`src/rtl/uart_rx.sv`:
```
// uart_rx: oversampling UART receiver. Frame is one start bit, p_WORD_LEN+1
// data bits LSB first, one stop bit; each bit lasts p_CLK_DIV+1 clocks.
module uart_rx #(
    parameter int unsigned p_CLK_DIV  = 104,
    parameter int unsigned p_WORD_LEN = 8
) (
    input  logic                i_clk,
    input  logic                i_rst_n,
    input  logic                i_rx,
    output logic [p_WORD_LEN:0] o_data,
    output logic                o_dv,
    output logic                o_frame_err,
    output logic                o_active
);

    localparam int unsigned WORD_W = p_WORD_LEN + 1;
    localparam int unsigned CNT_W  = (p_CLK_DIV > 0) ? $clog2(p_CLK_DIV + 1) : 1;
    localparam int unsigned BIT_W  = (p_WORD_LEN > 0) ? $clog2(p_WORD_LEN + 1) : 1;

    localparam logic [CNT_W-1:0] CNT_LAST = CNT_W'(p_CLK_DIV);
    localparam logic [CNT_W-1:0] CNT_HALF = CNT_W'(p_CLK_DIV / 2);
    localparam logic [BIT_W-1:0] BIT_LAST = BIT_W'(p_WORD_LEN);

    typedef enum logic [2:0] {
        S_IDLE  = 3'd0,
        S_START = 3'd1,
        S_DATA  = 3'd2,
        S_STOP  = 3'd3,
        S_BREAK = 3'd4
    } state_t;

    logic              rx_meta;
    logic              rx_s;

    state_t            state_q, state_d;
    logic [CNT_W-1:0]  cnt_q, cnt_d;
    logic [BIT_W-1:0]  bit_q, bit_d;
    logic [WORD_W-1:0] shift_q, shift_d;
    logic [WORD_W-1:0] data_d;
    logic              dv_d;
    logic              ferr_d;
    logic              active_d;

    // Two-flop synchronizer; the line idles high so both flops reset to 1.
    always_ff @(posedge i_clk or negedge i_rst_n) begin
        if (!i_rst_n) begin
            rx_meta <= 1'b1;
            rx_s    <= 1'b1;
        end else begin
            rx_meta <= i_rx;
            rx_s    <= rx_meta;
        end
    end

    // Next-state and next-output logic for the frame sequencer.
    always_comb begin
        state_d  = state_q;
        cnt_d    = cnt_q;
        bit_d    = bit_q;
        shift_d  = shift_q;
        data_d   = o_data;
        dv_d     = 1'b0;
        ferr_d   = o_frame_err;
        active_d = o_active;

        case (state_q)
            S_IDLE: begin
                cnt_d    = '0;
                bit_d    = '0;
                active_d = 1'b0;
                if (!rx_s) begin
                    state_d  = S_START;
                    active_d = 1'b1;
                end
            end

            S_START: begin
                if (cnt_q == CNT_HALF) begin
                    cnt_d = '0;
                    if (!rx_s) begin
                        state_d = S_DATA;
                    end else begin
                        state_d  = S_IDLE;
                        active_d = 1'b0;
                    end
                end else begin
                    cnt_d = cnt_q + CNT_W'(1);
                end
            end

            S_DATA: begin
                if (cnt_q == CNT_LAST) begin
                    cnt_d          = '0;
                    shift_d[bit_q] = rx_s;
                    if (bit_q == BIT_LAST) begin
                        bit_d   = '0;
                        state_d = S_STOP;
                    end else begin
                        bit_d = bit_q + BIT_W'(1);
                    end
                end else begin
                    cnt_d = cnt_q + CNT_W'(1);
                end
            end

            S_STOP: begin
                if (cnt_q == CNT_LAST) begin
                    cnt_d  = '0;
                    data_d = shift_q;
                    dv_d   = 1'b1;
                    ferr_d = ~rx_s;
                    if (rx_s) begin
                        state_d  = S_IDLE;
                        active_d = 1'b0;
                    end else begin
                        state_d = S_BREAK;
                    end
                end else begin
                    cnt_d = cnt_q + CNT_W'(1);
                end
            end

            // A held-low line must not be decoded as a stream of zero words.
            S_BREAK: begin
                if (rx_s) begin
                    state_d  = S_IDLE;
                    active_d = 1'b0;
                end
            end

            default: begin
                state_d  = S_IDLE;
                cnt_d    = '0;
                bit_d    = '0;
                active_d = 1'b0;
            end
        endcase
    end

    // State, counters and registered outputs.
    always_ff @(posedge i_clk or negedge i_rst_n) begin
        if (!i_rst_n) begin
            state_q     <= S_IDLE;
            cnt_q       <= '0;
            bit_q       <= '0;
            shift_q     <= '0;
            o_data      <= '0;
            o_dv        <= 1'b0;
            o_frame_err <= 1'b0;
            o_active    <= 1'b0;
        end else begin
            state_q     <= state_d;
            cnt_q       <= cnt_d;
            bit_q       <= bit_d;
            shift_q     <= shift_d;
            o_data      <= data_d;
            o_dv        <= dv_d;
            o_frame_err <= ferr_d;
            o_active    <= active_d;
        end
    end

endmodule

```
`config.mk`:
```
export PLATFORM = sky130hd
export DESIGN_NAME = uart_rx
export DESIGN_NICKNAME = d
export VERILOG_FILES = /design/src/rtl/uart_rx.sv
export SDC_FILE = /design/constraint.sdc
export NUM_CORES = 1
export LEC_CHECK = 0
export ABC_AREA = 1
export CAP_MARGIN = 20
export CORE_MARGIN = 2
export CORE_UTILIZATION = 30
export DETAILED_ROUTE_END_ITERATION = 7
export PLACE_DENSITY = 0.59
export SYNTH_ARGS = -nofsm -noshare
export SYNTH_HDL_FRONTEND = slang
export SYNTH_SLANG_ARGS = --single-unit
```
`constraint.sdc`:
```
create_clock -name i_clk -period 1.3 [get_ports i_clk]
set_input_delay 0.13 -clock i_clk [delete_from_list [all_inputs] [get_ports i_clk]]
set_output_delay 0.13 -clock i_clk [all_outputs]
set_load 0.005 [all_outputs]
```
**After elaboration in Yosys (flattened, before gate mapping)**

Index checks and enable logic that the tools add are counted.

- Register bits after elaboration: 37
- Input port bits: 3
- Word-level logic and storage cells: 64

- Magnitude comparators: 2
- Equal/unequal tests: 13
- Reductions and logical operators: 9
- Bitwise gates (word level): 3
- Muxes and demuxes: 25
- $add $sub $neg: 2

Operators with widths:

| operator | number |
|---|---|
| $mux W3 | 7 |
| $pmux W7 S3 | 1 |
| $pmux W3 S5 | 1 |
| $mux W7 | 2 |
| $ne A2 B2 Y1 const B | 6 |
| $bwmux W9 | 1 |
| $mux W4 | 2 |
| $pmux W4 S2 | 1 |
| $add A7 B1 Y7 const B | 1 |
| $eq A7 B6 Y1 const B | 1 |
| $eq A7 B7 Y1 const B | 1 |
| $mux W1 | 7 |
| $eq A3 B2 Y1 const B | 2 |
| $reduce_and A2 Y1 | 3 |
| $reduce_and A6 Y1 | 1 |
| $lt A4 B5 Y1 const B | 1 |
| $pmux W1 S5 | 1 |
| $add A4 B1 Y4 const B | 1 |
| $demux W1 S4 | 1 |
| $eq A4 B4 Y1 const B | 1 |
| $ge A4 B1 Y1 const B | 1 |
| $eq A3 B1 Y1 const B | 1 |
| $eq A3 B3 Y1 const B | 1 |
| $logic_not A3 Y1 | 1 |
| other kinds (6) | 8 |

**Logic depth before layout (Yosys ltp)**

Gate-level depths: netlist of the first run.

- Word-level depth: 5
- Depth in mapped cells: 11

**Worst setup path after synthesis of the first run**

OpenSTA, ideal clock, no wires.

- Path kind: reg2reg
- From: register cnt_q[0]
- To: register bit_q[2]
- Stages on the path, launching flop included: 10
- Period minus slack after synthesis: 1,364 ps
- Setup slack: -64 ps
- Required time: 1,179 ps
- Setup time: 121 ps
- Data arrival time: 1,244 ps
- Path through: dfrtp_1 -> inv_1 -> ha_1 -> nand2_1 -> inv_1 -> nand3_4 -> a21oi_2 -> inv_2 -> nand2_1 -> o21ai_1

- Longest elaborated chain between the ends: 3

RTL lines:

| item | RTL line | text |
|---|---|---|
| from (decl) | 36 | `logic [CNT_W-1:0] cnt_q, cnt_d;` |
| from (signal assigned) | 153 | `cnt_q <= cnt_d;` |
| $eq A7 B7 Y1 | 92 | `if (cnt_q == CNT_LAST) begin` |
| $ne A2 B2 Y1 (no line) | -- |  |
| $reduce_and A2 Y1 (no line) | -- |  |
| to (signal assigned) | 154 | `bit_q <= bit_d;` |
| to (decl) | 37 | `logic [BIT_W-1:0] bit_q, bit_d;` |

No other way between the ends.
A chain may end at the register's enable or synchronous reset.

**Worst setup path in the final report of the first run**

- From: register cnt_q[0]
- To: register o_data[4]

- Longest elaborated chain between the ends: 2

RTL lines:

| item | RTL line | text |
|---|---|---|
| $eq A7 B7 Y1 | 107 | `if (cnt_q == CNT_LAST) begin` |
| $reduce_and A2 Y1 (no line) | -- |  |
| to (signal assigned) | 156 | `o_data <= data_d;` |
| to (decl) | 10 | `output logic [p_WORD_LEN:0] o_data,` |

No other way between the ends.

==> results of run 1 <==
-- layout make-up --
type	count	area, µm²	area share, %
sequential	37	928	36.6
multi-input combinational	149	900	35.4
timing repair buffer	44	408	16.1
inverter	23	93.8	3.70
tap	75	93.8	3.70
clock buffer	5	68.8	2.71
clock inverter	3	46.3	1.82
-- layout by cell type (no fill, tap or decap), drive strengths merged, types with 2 or more instances in the layout --
cell and instances:
xor2 4, o21ai 18, dfstp 2, dlymetal6s2s 10, ha 6, buf 30
clkdlybuf4s50 3, a21oi 2, dfrtp 35, nand3 23, clkbuf 5, inv 23
nor2 17, nor3 4, nand2 70
-- layer usage --
layer  wire length [µm]  part of all wire (%)  GRT usage (%)
met1               1740                    48           15.5
met2               1730                    48           19.0
met3                 71                   2.0           2.93
met4                 46                   1.3           5.50
met5                  0                     0              0
-- through the flow --
stage                     cells  hold slack [ns]  TNS [ns]  instance area, µm²  worst slack, ns
after CTS                   333            0.235     -2.98                2430           -0.117
after global placement      323            0.109     -1.89                2290          -0.0934
after detailed placement    323            0.111     -3.05                2290           -0.129
final                       336            0.240     -2.74                2540           -0.122
after floorplan             211           -0.166    -0.218                1870          -0.0279
after global routing        336            0.229     -6.44                2540           -0.232
-- worst max-delay path by stage --
stage,end,slack [ns],cells after the start
2_1_floorplan,state_q[1],-0.03,11
3_3_place_gp,o_data[0],-0.09,10
3_5_place_dp,state_q[1],-0.13,11
4_1_cts,state_q[1],-0.12,11
5_1_grt,state_q[1],-0.23,11
6_report,o_data[4],-0.12,10
-- registers in the layout (all words and copies together) (netlist names) --
name and count:
shift_q 9, o_dv 1, o_data 9, bit_q 4, rx_meta 1, o_active 1
state_q 3, rx_s 1, o_frame_err 1, cnt_q 7
-- power groups by stage --
| stage | registers, W | clock network, W | logic (W) |
|---|---|---|---|
| finish | 0.00116 | 0.00102 | 0.0000502 |
| global route | 0.00116 | 0.00110 | 0.0000575 |
| CTS | 0.00116 | 0.00105 | 0.0000529 |
| detailed placement | 0.00118 | 0 | 0.0000507 |
| global placement | 0.00118 | 0 | 0.0000509 |
| floorplan | 0.00118 | 0 | 0.00000657 |
-- timing repair --
action,4_1_cts,5_1_grt
setup endpoints to repair,35,46
endpoints found under the hold margin,35,0
pin swaps,2,5
resized for setup,3,32
hold buffers,1,0
buffers inserted,1,3
-- cells by family after synthesis --
kind of cell | Yosys count | synth area share [%]
flip-flops | 37 | 50.6
XOR/XNOR | 4 | 1.91
AND/OR/NAND/NOR | 116 | 30.6
AO/OA/AOI/OAI | 23 | 7.16
adder cells (fa/ha/maj) | 6 | 4.09
buffers and inverters | 25 | 5.66
-- critical path, delay by kind of cell (launching register included) --
family | cells | cell delay [ns]
buffers and inverters | 4 | 0.42
and+or+nand+nor | 5 | 0.36
adders and majority gates | 1 | 0.14
DFF | 1 | 0.39
==> impl_metrics.yaml, run 1 <==
outcome:
  outcome: "complete, but fails checks"
  violations_in_the_final_reports: "setup timing"
setup_path:
  critical_path.startpoint: "cnt_q[0]"
  timing.critical_path.slowest_cell_delay_ns: 0.39
  rrSetupSlack_ns: -0.12
  category_of_the_worst_setup_path_capture_point: "flop"
  path_max_fanout: 6
  cp.arrival_ns: 1.61
  regToRegEndpoint: "o_data[4]"
  crit_chain: "inv_2 > ha_4 > nand2_2 > inv_2 > nand3_4 > inv_2 > nand2_4 > buf_6 > nand2_4 > nand2_2"
  cpMaxStageDelayCell: "sky130_fd_sc_hd__dfrtp_1"
  r2r_cells: 10
  crit_required_ns: 1.49
  cp_common_cell: "sky130_fd_sc_hd__inv_2"
  r2r_start: "cnt_q[0]"
  startpoint_type: "flop"
  critPathKind: "flop to flop"
die:
  rows: 28
  io_pins: 15
  start_util_pct: 31.0
  die_area_um2: 6760
  chipWidth_um: 82.2
  core_area_um2: 5920
  die_h_um: 82.2
route:
  drt_drc_violations_left: 0
  drt-vias-per-instance: 4.38
  first_iteration_detailed_routing_drc_count: 40
  postRouteAntennaNets: 0
  detailedRoute.firstPassIterationCount: 2
  avgRoutedWirePerCell_um: 10.7
  drt_wl_total_um: 3590
  vias: 1473
logic_synthesis:
  number_of_enable_flip_flop_cells_after_synthesis: 0
  netlist.area_leader.share_pct: 47.7
  yosys_most_used_dff: "sky130_fd_sc_hd__dfrtp_1"
  synth.most_common_cell: "sky130_fd_sc_hd__nand2_1"
  portion_of_the_post_synthesis_area_used_by_sequential_elements_pct: 50.6
  async_reset_ff_share_pct: 100
  post_synth_num_cell_types: 28
  synth_seq_cells: 37
  syn_avg_cell_area_um2: 8.69
  synthTopCellsByArea: "sky130_fd_sc_hd__dfrtp_1 (48%), sky130_fd_sc_hd__nand2_1 (13%), sky130_fd_sc_hd__nand3_1 (6.0%)"
  syn_inst: 211
  top_cells_by_instance_count_after_synthesis: "sky130_fd_sc_hd__nand2_1 (65), sky130_fd_sc_hd__dfrtp_1 (35), sky130_fd_sc_hd__nand3_1 (22)"
  synth_net_count: 220
  yosys_warnings: 0
  netlist_area_um2: 1830
  synth_top_cell_by_area: "sky130_fd_sc_hd__dfrtp_1"
power_and_ir_drop:
  pwr-share-comb_pct: 2.3
  seqPwrFrac_pct: 52.0
  power.static_leakage_nw: 1.45
  netSwitchingFraction_pct: 21.5
  clockPowerShare_pct: 45.7
  power.ir.vdd_worst_v: 0.000565
  switching_power_w: 0.000477
  power_density_nw_per_um2: 876
  power.internal_w: 0.00175
  fin_total_pwr_w: 0.00222
job:
  timing.max_cap.violations: 0
layout:
  design.final.nets: 269
  areaGrowthSynthToFinish_pct: 38.4
  num-fill-cells: 593
  antennaDiodeCount: 0
  final_util_pct: 42.9
  post_route_cells_drive_above_1_share_pct: 34.9
sta:
  setup-violations-final: 34
  fmax_mhz: 703
  layout_min_cycle_time_ns: 1.42
  finalHoldViolations: 0
  setup_ws_ns: -0.122
  finalCritPeriodShare_pct: 109
  unrepaired_setup_endpoints_after_global_routing: "true"
  relSlewSlack_pct: 79.4
  tightestPinTransition_ns: 0.307
  slew_viol_final: 0
  fin_skew_ns: 0.00834
clock_network:
  clock-root-buffer: "sky130_fd_sc_hd__clkbuf_8"
  clkTransAtPathRegs_ns: 0.08
  clock_insertion_delay_worst_skew_ns: 0.29
  tritoncts: "yes"
  number_of_clock_buffers_inserted_by_tritoncts: 5
  buffers_from_clock_root_to_sink_at_most: 2
  h-tree-depth: 2
  tritoncts_num_sinks: 37
grt:
  grtUsageTotal_pct: 12.0
  global_route.overflow_total: 0
  grt_max_degree: 38
  number_of_antenna_violations_at_the_first_check_in_global_routing: 0
  first_global_vias: 1353
  grt_first_pass_wirelength_um: 6100
placed_design:
  dp_hpwl_um: 2700
  globalplace.congestion: 0.833
  port-buffer-count: 14
hold_path:
  worstHoldPathCells: 1
  worst_hold_path.endpoint: "rx_meta"
  hold_path.startpoint: "i_rx"
  min_path_type: "input pin to flop"
No activity file was read; power rests on OpenSTA's default activity.
==> run 2, diff against run 1 <==
--- a/config.mk
+++ b/config.mk
@@ -6,11 +6,12 @@
 export NUM_CORES = 1
 export LEC_CHECK = 0
 export ABC_AREA = 1
-export CAP_MARGIN = 20
+export CAP_MARGIN = 0
 export CORE_MARGIN = 2
 export CORE_UTILIZATION = 30
 export DETAILED_ROUTE_END_ITERATION = 7
 export PLACE_DENSITY = 0.59
+export SKIP_CTS_REPAIR_TIMING = 1
 export SYNTH_ARGS = -nofsm -noshare
 export SYNTH_HDL_FRONTEND = slang
 export SYNTH_SLANG_ARGS = --single-unit
==> run 2 against run 1 <==
Compared with the run above: the flow still finishes with violations (setup timing); sequential power about the same; first-iteration DRC count decreased by 2.5%; combinational power about the same; wire length decreased by 1.9%; register-to-register slack about the same; critical path depth decreased by 1.
==> impl_metrics.yaml, run 2 (synthesized netlist as in run 1, its figures left out) <==
sta:
  finalCritPeriodShare_pct: 109
  fin_skew_ns: 0.0102
  unrepaired_setup_endpoints_after_global_routing: "true"
  slew_viol_final: 0
  finalHoldViolations: 0
  setup-violations-final: 33
  final.hold.worst_slack_ns: 0.237
  tightestPinTransition_ns: 0.312
  fmax_mhz: 706
  relSlewSlack_pct: 79.1
  setup_ws_ns: -0.116
  setup-tns-final_ns: -2.49
  layout_min_cycle_time_ns: 1.42
layout:
  reg.largest.list: "o_data x9, shift_q x9, cnt_q x7"
  layout.cells.most_common: "sky130_fd_sc_hd__nand2_1"
  antennaDiodeCount: 0
  layoutNonFillerInstCount: 334
  areaGrowthSynthToFinish_pct: 36.9
  num-fill-cells: 598
  layout.cells.most_common_list: "sky130_fd_sc_hd__nand2_1 (52), sky130_fd_sc_hd__dfrtp_1 (35), sky130_fd_sc_hd__buf_4 (24)"
  design.final.nets: 267
  post_route_cells_drive_above_1_share_pct: 33.6
die:
  io_pins: 15
  die_area_um2: 6760
  rows: 28
  start_util_pct: 31.0
  die_h_um: 82.2
  chipWidth_um: 82.2
  core_area_um2: 5920
placed_design:
  post-place-cells: 323
  globalplace.congestion: 0.833
  dp_hpwl_um: 2700
  port-buffer-count: 14
grt:
  first_global_vias: 1351
  grt_max_degree: 38
  grt_first_pass_wirelength_um: 6060
  global_route.overflow_total: 0
  grtUsageTotal_pct: 11.9
  number_of_antenna_violations_at_the_first_check_in_global_routing: 0
setup_path:
  timing.critical_path.slowest_cell_delay_ns: 0.39
  cp_common_cell: "sky130_fd_sc_hd__inv_2"
  startpoint_type: "flop"
  critPathKind: "flop to flop"
  crit_required_ns: 1.48
  path_max_fanout: 6
  cp.arrival_ns: 1.59
  crit_chain: "inv_2 > ha_4 > nand2_2 > inv_2 > nand3_4 > a21oi_4 > inv_2 > nand2_1 > o21ai_1"
  category_of_the_worst_setup_path_capture_point: "flop"
  cpMaxStageDelayCell: "sky130_fd_sc_hd__dfrtp_1"
outcome:
  outcome: "complete, but fails checks"
  violations_in_the_final_reports: "setup timing"
power_and_ir_drop:
  power.ir.vdd_worst_v: 0.000563
  power.static_leakage_nw: 1.44
  fin_total_pwr_w: 0.00222
  power_density_nw_per_um2: 885
hold_path:
  min_path_type: "input pin to flop"
route:
  first_iteration_detailed_routing_drc_count: 39
  vias: 1454
  detailedRoute.firstPassIterationCount: 4
  drt_drc_violations_left: 0
  postRouteAntennaNets: 0
  drt-vias-per-instance: 4.35
  avgRoutedWirePerCell_um: 10.5
  drt_wl_total_um: 3520
clock_network:
  number_of_clock_buffers_inserted_by_tritoncts: 5
  clock-root-buffer: "sky130_fd_sc_hd__clkbuf_8"
  tritoncts_num_sinks: 37
  tritoncts: "yes"
  buffers_from_clock_root_to_sink_at_most: 2
  clock_insertion_delay_worst_skew_ns: 0.29
  clkTransAtPathRegs_ns: 0.08
  h-tree-depth: 2
job:
  timing.max_cap.violations: 0
==> run 2: power by group <==
group	total [W]	internal, W	switching [W]
Sequential	0.00116	0.00116	0.00000103
Clock	0.00102	0.000574	0.000442
Combinational	0.0000499	0.0000171	0.0000328
==> run 2: metal layers <==
layer | up-vias | track usage (%) | share of wire [%]
li1 | 770 | - | -
met5 | - | 0 | 0
met1 | 658 | 15.3 | 48
met2 | 19 | 18.9 | 47
met4 | 0 | 5.50 | 1.8
met3 | 7 | 2.93 | 2.7
==> run 2: path summary, 6_finish.rpt <==
kind                       cells past startpoint  slack, ns      from    endpoint
hold / removal                                 1       0.24      i_rx     rx_meta
setup / recovery                               9      -0.12  cnt_q[0]    bit_q[2]
hold reg to reg                                0       0.36   rx_meta        rx_s
setup reg to reg                               9      -0.12  cnt_q[0]    bit_q[2]
max in group asynchronous                      3       0.72   i_rst_n     rx_meta
min in group asynchronous                      3       0.31   i_rst_n  state_q[1]
==> run 2: final cells by class <==
cell class,count,area (µm²),share of cell area [%]
tap,75,93.8,3.74
multi-input combinational,149,890,35.4
inverter,23,91.3,3.64
timing repair buffer,42,393,15.6
clock inverter,3,46.3,1.84
clock buffer,5,68.8,2.74
sequential,37,928,37.0
==> run 2: metrics by stage <==
stage | utilization [%] | worst slack [ns] | instance area (µm²)
after detailed placement | 38.7 | -0.129 | 2290
after global placement | 38.7 | -0.0934 | 2290
final | 42.4 | -0.116 | 2510
after CTS | 40.6 | -0.144 | 2400
after global routing | 42.4 | -0.223 | 2510
after floorplan | - | -0.0279 | 1870
==> run 2: worst max-delay path, delay by kind of cell, from the launching register on <==
kind	cells	cell delay, ns
AO/OA/AOI/OAI	2	0.28
adder cells (fa/ha/maj)	1	0.14
buffers and inverters	3	0.25
flip-flops	1	0.39
AND/OR/NAND/NOR	3	0.25
==> run 3, diff against run 2 <==
--- a/config.mk
+++ b/config.mk
@@ -10,7 +10,9 @@
 export CORE_MARGIN = 2
 export CORE_UTILIZATION = 30
 export DETAILED_ROUTE_END_ITERATION = 7
-export PLACE_DENSITY = 0.59
+export DONT_BUFFER_PORTS = 1
+export MAX_ROUTING_LAYER = met4
+export PLACE_DENSITY = 0.56
 export SKIP_CTS_REPAIR_TIMING = 1
 export SYNTH_ARGS = -nofsm -noshare
 export SYNTH_HDL_FRONTEND = slang
==> run 3 against run 2 <==
Compared with the run above: the flow still finishes with violations (setup timing); die area stayed put; clock power hardly changed; sequential share of layout area is 1.1 points higher; via count is 2.5% lower; global-route usage is 0.16 points lower; wire length is 0.82% higher; maximum frequency is 5.7% lower; flip-flop and latch count stayed put; total power is 0.67% lower; critical path depth is 1 higher; largest cell class is now multi-input combinational cells; highest routed layer unchanged.
==> impl_metrics.yaml, run 3 (synthesized netlist as in run 1, its figures left out) <==
outcome:
  outcome: "complete, but fails checks"
  violations_in_the_final_reports: "setup timing"
placed_design:
  globalplace.congestion: 0.779
  post-place-cells: 306
  port-buffer-count: 0
  dp_hpwl_um: 2540
die:
  rows: 28
  die_area_um2: 6760
  die_h_um: 82.2
  start_util_pct: 31.0
  io_pins: 15
  chipWidth_um: 82.2
  core_area_um2: 5920
setup_path:
  startpoint_type: "flop"
  r2r_cells: 10
  r2r_start: "cnt_q[0]"
  path_max_fanout: 7
  critPathKind: "flop to flop"
  category_of_the_worst_setup_path_capture_point: "flop"
  rrSetupSlack_ns: -0.20
  crit_end: "o_data[6]"
  critical_path.startpoint: "cnt_q[0]"
  regToRegEndpoint: "o_data[6]"
  cp.arrival_ns: 1.69
  crit_required_ns: 1.49
power_and_ir_drop:
  power.static_leakage_nw: 1.22
  fin_total_pwr_w: 0.00221
  power_density_nw_per_um2: 906
  power.ir.vdd_worst_v: 0.000416
layout:
  layout.cells.most_common: "sky130_fd_sc_hd__nand2_1"
  antennaDiodeCount: 0
  layoutNonFillerInstCount: 322
  design.final.nets: 255
  reg.largest.list: "o_data x9, shift_q x9, cnt_q x7"
  layout.cells.most_common_list: "sky130_fd_sc_hd__nand2_1 (48), sky130_fd_sc_hd__dfrtp_1 (35), sky130_fd_sc_hd__buf_4 (24)"
  areaGrowthSynthToFinish_pct: 32.8
  post_route_cells_drive_above_1_share_pct: 37.7
grt:
  global_route.overflow_total: 0
  first_global_vias: 1356
  grtUsageTotal_pct: 11.8
  grt_max_degree: 38
  number_of_antenna_violations_at_the_first_check_in_global_routing: 0
  grt_first_pass_wirelength_um: 6000
clock_network:
  h-tree-depth: 2
  clock_insertion_delay_worst_skew_ns: 0.29
  tritoncts_num_sinks: 37
  clkTransAtPathRegs_ns: 0.08
  number_of_clock_buffers_inserted_by_tritoncts: 5
  clock-root-buffer: "sky130_fd_sc_hd__clkbuf_8"
  tritoncts: "yes"
  buffers_from_clock_root_to_sink_at_most: 2
sta:
  tightestPinTransition_ns: 0.439
  setup-tns-final_ns: -4.29
  relSlewSlack_pct: 70.6
  fin_skew_ns: 0.00445
  finalCritPeriodShare_pct: 116
  layout_min_cycle_time_ns: 1.50
  finalHoldViolations: 0
  final.hold.worst_slack_ns: 0.331
  unrepaired_setup_endpoints_after_global_routing: "true"
  setup-violations-final: 35
  slew_viol_final: 0
  setup_ws_ns: -0.202
  fmax_mhz: 666
route:
  drt_drc_violations_left: 0
  vias: 1418
  detailedRoute.firstPassIterationCount: 5
  postRouteAntennaNets: 0
  drt_wl_total_um: 3550
  avgRoutedWirePerCell_um: 11.0
  first_iteration_detailed_routing_drc_count: 61
  drt-vias-per-instance: 4.40
hold_path:
  min_path_type: "input pin to async pin"
job:
  timing.max_cap.violations: 0
-- run 3: metal layers --
| layer | routed length, µm | vias to the layer above | global-route usage [%] |
|---|---|---|---|
| li1 | - | 750 | - |
| met2 | 1640 | 19 | 18.3 |
| met4 | 77 | 0 | 5.50 |
| met3 | 97 | 8 | 2.39 |
| met5 | 0 | - | - |
| met1 | 1740 | 641 | 14.7 |
-- run 3: worst min-delay path by stage --
stage | slack, ns | endpoint | cells past startpoint | startpoint
finish | 0.33 | state_q[0] | 2 | i_rst_n
global route | 0.33 | o_data[2] | 2 | i_rst_n
CTS | -0.48 | o_data[1] | 0 | i_rst_n
detailed placement | -0.16 | state_q[1] | 0 | i_rst_n
global placement | -0.16 | state_q[2] | 0 | i_rst_n
floorplan | -0.17 | bit_q[0] | 0 | i_rst_n
-- run 3: final cells by class --
class                      count  area (µm²)
clock buffer                   5        68.8
clock inverter                 3        46.3
fill                         578        3480
inverter                      23        93.8
multi-input combinational    150         940
sequential                    37         928
tap                           75        93.8
timing repair buffer          29         265
-- run 3: report_power, final --
part	internal [W]	switching (W)	leakage (nW)
combinational	0.0000154	0.0000338	0.680
clock	0.000574	0.000428	0.0543
sequential	0.00116	0.00000108	0.490
total	0.00174	0.000463	1.22
-- run 3: per-stage QoR --
step	utilization [%]	setup WS, ns	area, µm²
after floorplan	-	-0.0279	1870
after global placement	36.0	-0.106	2130
after detailed placement	36.0	-0.141	2130
after CTS	37.9	-0.163	2250
after global routing	41.1	-0.272	2440
final	41.1	-0.202	2440
-- run 3: critical path, cell delays in order, from the launching register on --
cell and delay (ns):
sky130_fd_sc_hd__dfrtp_1 0.39, sky130_fd_sc_hd__inv_2 0.09, sky130_fd_sc_hd__ha_4 0.14, sky130_fd_sc_hd__nand2_2 0.04
sky130_fd_sc_hd__inv_2 0.06, sky130_fd_sc_hd__nand3_4 0.18, sky130_fd_sc_hd__inv_2 0.12, sky130_fd_sc_hd__nand2_4 0.10
sky130_fd_sc_hd__clkbuf_16 0.19, sky130_fd_sc_hd__nand2_2 0.04, sky130_fd_sc_hd__nand2_1 0.05
==> variant: new RTL, flow settings as in run 1 <==
Change the parameter `p_WORD_LEN` from 8 to 16.
--- a/src/rtl/uart_rx.sv
+++ b/src/rtl/uart_rx.sv
@@ -3,5 +3,5 @@
 module uart_rx #(
     parameter int unsigned p_CLK_DIV  = 104,
-    parameter int unsigned p_WORD_LEN = 8
+    parameter int unsigned p_WORD_LEN = 16
 ) (
     input  logic                i_clk,
Ports: changed (resized o_data); port bits go from 15 to 23. The function was not compared with the original's and may differ.
==> variant against run 1 <==
- the run still ends with negative setup slack left
- die area increased by 42%
- cell area up 46%
- setup slack worse by 0.081 ns
- routed wire length is 62% higher
- total power increased by 24%
- combinational power is 33% higher
- count of clock-buffer cells in the layout stayed put
- sequential cell count up 17
- synthesized area grew 45%
- critical endpoint is now shift_q[2]
- largest cell class unchanged
- largest power group unchanged
==> variant: results (changes against run 1) <==
Placed design
  – Dpl cells: 465 (+44%)
  – Final GP Congestion: 0.8246 (-0.98%)
  – Setup Slack @ Placement: -0.1854 ns (-0.05680 ns)
  – Port Buffers: 22 (+8)
  – Post-DP HPWL: 3682 um (+36%)
  – Placed inst area: 3228 um2 (+41%)

Synth
  – Synth Area in Compound Gates: 2.922% (-4.2 points)
  – Syn nets: 326 (+48%)
  – Post-synthesis adder-cell area fraction: 2.828% (-1.3 points)
  – Register area share after synthesis: 50.99% (+0.38 points)
  – Synthesized area per cell: 8.376 um2 (-3.7%)
  – Post-Synth XOR/XNOR Area: 1.320% (-0.59 points)
  – Yosys cell types: 25 (-11%)
  – Top cells by count, synth: 127 x nand2_1, 52 x dfrtp_1, 24 x nand3_1

Detailed routing
  – WL final: 5833 um (+62%)
  – Via density: 4.572 (+4.3%)
  – Metal3 WL: 231 um (+230%)
  – Initial DRC count: 101 (+150%)
  – Met1 wire length: 2725 um (+57%)
  – Via count: 2245 (+52%)

Global routing
  – Global Route Usage Sum: 12.87% (+0.87 points)
  – Largest net degree at the start of global routing: 55 (+45%)
  – GR Layer Usage met1: 17.45% (+2.0 points)
  – Met3 Use GR: 2.076% (-0.86 points)
  – M2 GR Usage: 21.07% (+2.1 points)
  – First-pass GRT wire length: 10230 um (+68%)

Cells and area
  – Largest registers: o_data (17), shift_q (17), cnt_q (7)
  – Layout cells sized above 1: 30.29% (-4.6 points)
  – Plain + repair buffers: 71 (+61%)
  – Final core utilization: 42.81% (-0.065 points)
  – NonClk Buf Share: 19.05% (+3.0 points)
  – Invs w/o clock: 21 (-8.7%)
  – Clock-cell share: 2.640% (-1.9 points)
  – Register area: 1354 um2 (+46%)
  – Area of the multi-input gates: 1328 um2 (+48%)
  – Multi-input gates: 229 (+54%)
  – Fill cells: 856 (+44%)

Pwr
  – Leakage: 2.001 nW (+38%)

Clocking
  – Clk slew on worst S/H paths: 0.11 ns (+0.03 ns)
  – Post-CTS setup buffers: 10 (+9)

Worst setup path
  – Crit path DAT: 1.72 ns (+0.11 ns)
  – Critical Path Fanout Max: 8 (+2)

Timing
  – Clock skew: 0.01791 ns (+0.009561 ns)
  – Final setup violating endpoints: 51 (+50%)
  – PnR worst setup slack: -0.2022 ns (-0.08060 ns)
  – Max-Slew Margin vs Limit: 73.73% (-5.7 points)
  – Setup TNS: -6.779 ns (-4.041 ns)

Status
  – Failing checks: negative setup slack
  – Status: complete, but fails checks

Die
  – Die X: 98.08 um (+19%)
variant: critical path, cell delays in order, from the launching register on:
cell       delay [ns]
dfrtp_1          0.40
inv_2            0.08
ha_4             0.14
nand2_4          0.05
nor2_4           0.12
nand2_4          0.09
nor2_8           0.16
clkbuf_16        0.19
nand3_2          0.06
nand2_1          0.07
nand2_1          0.04
variant: path summary, 6_finish.rpt:
| kind | endpoint | start | cells after the start |
|---|---|---|---|
| max in group asynchronous | rx_s | i_rst_n | 3 |
| min | rx_meta | i_rx | 1 |
| max reg2reg | shift_q[2] | cnt_q[1] | 10 |
| max | shift_q[2] | cnt_q[1] | 10 |
| min reg2reg | rx_s | rx_meta | 0 |
| min in group asynchronous | cnt_q[0] | i_rst_n | 3 |
variant: report_power, final:
part,internal (mW),switching (mW),leakage (nW)
clock,0.401,0.605,0.0502
sequential,1.68,0.00157,0.728
combinational,0.0169,0.0499,1.22
total,2.10,0.656,2.00
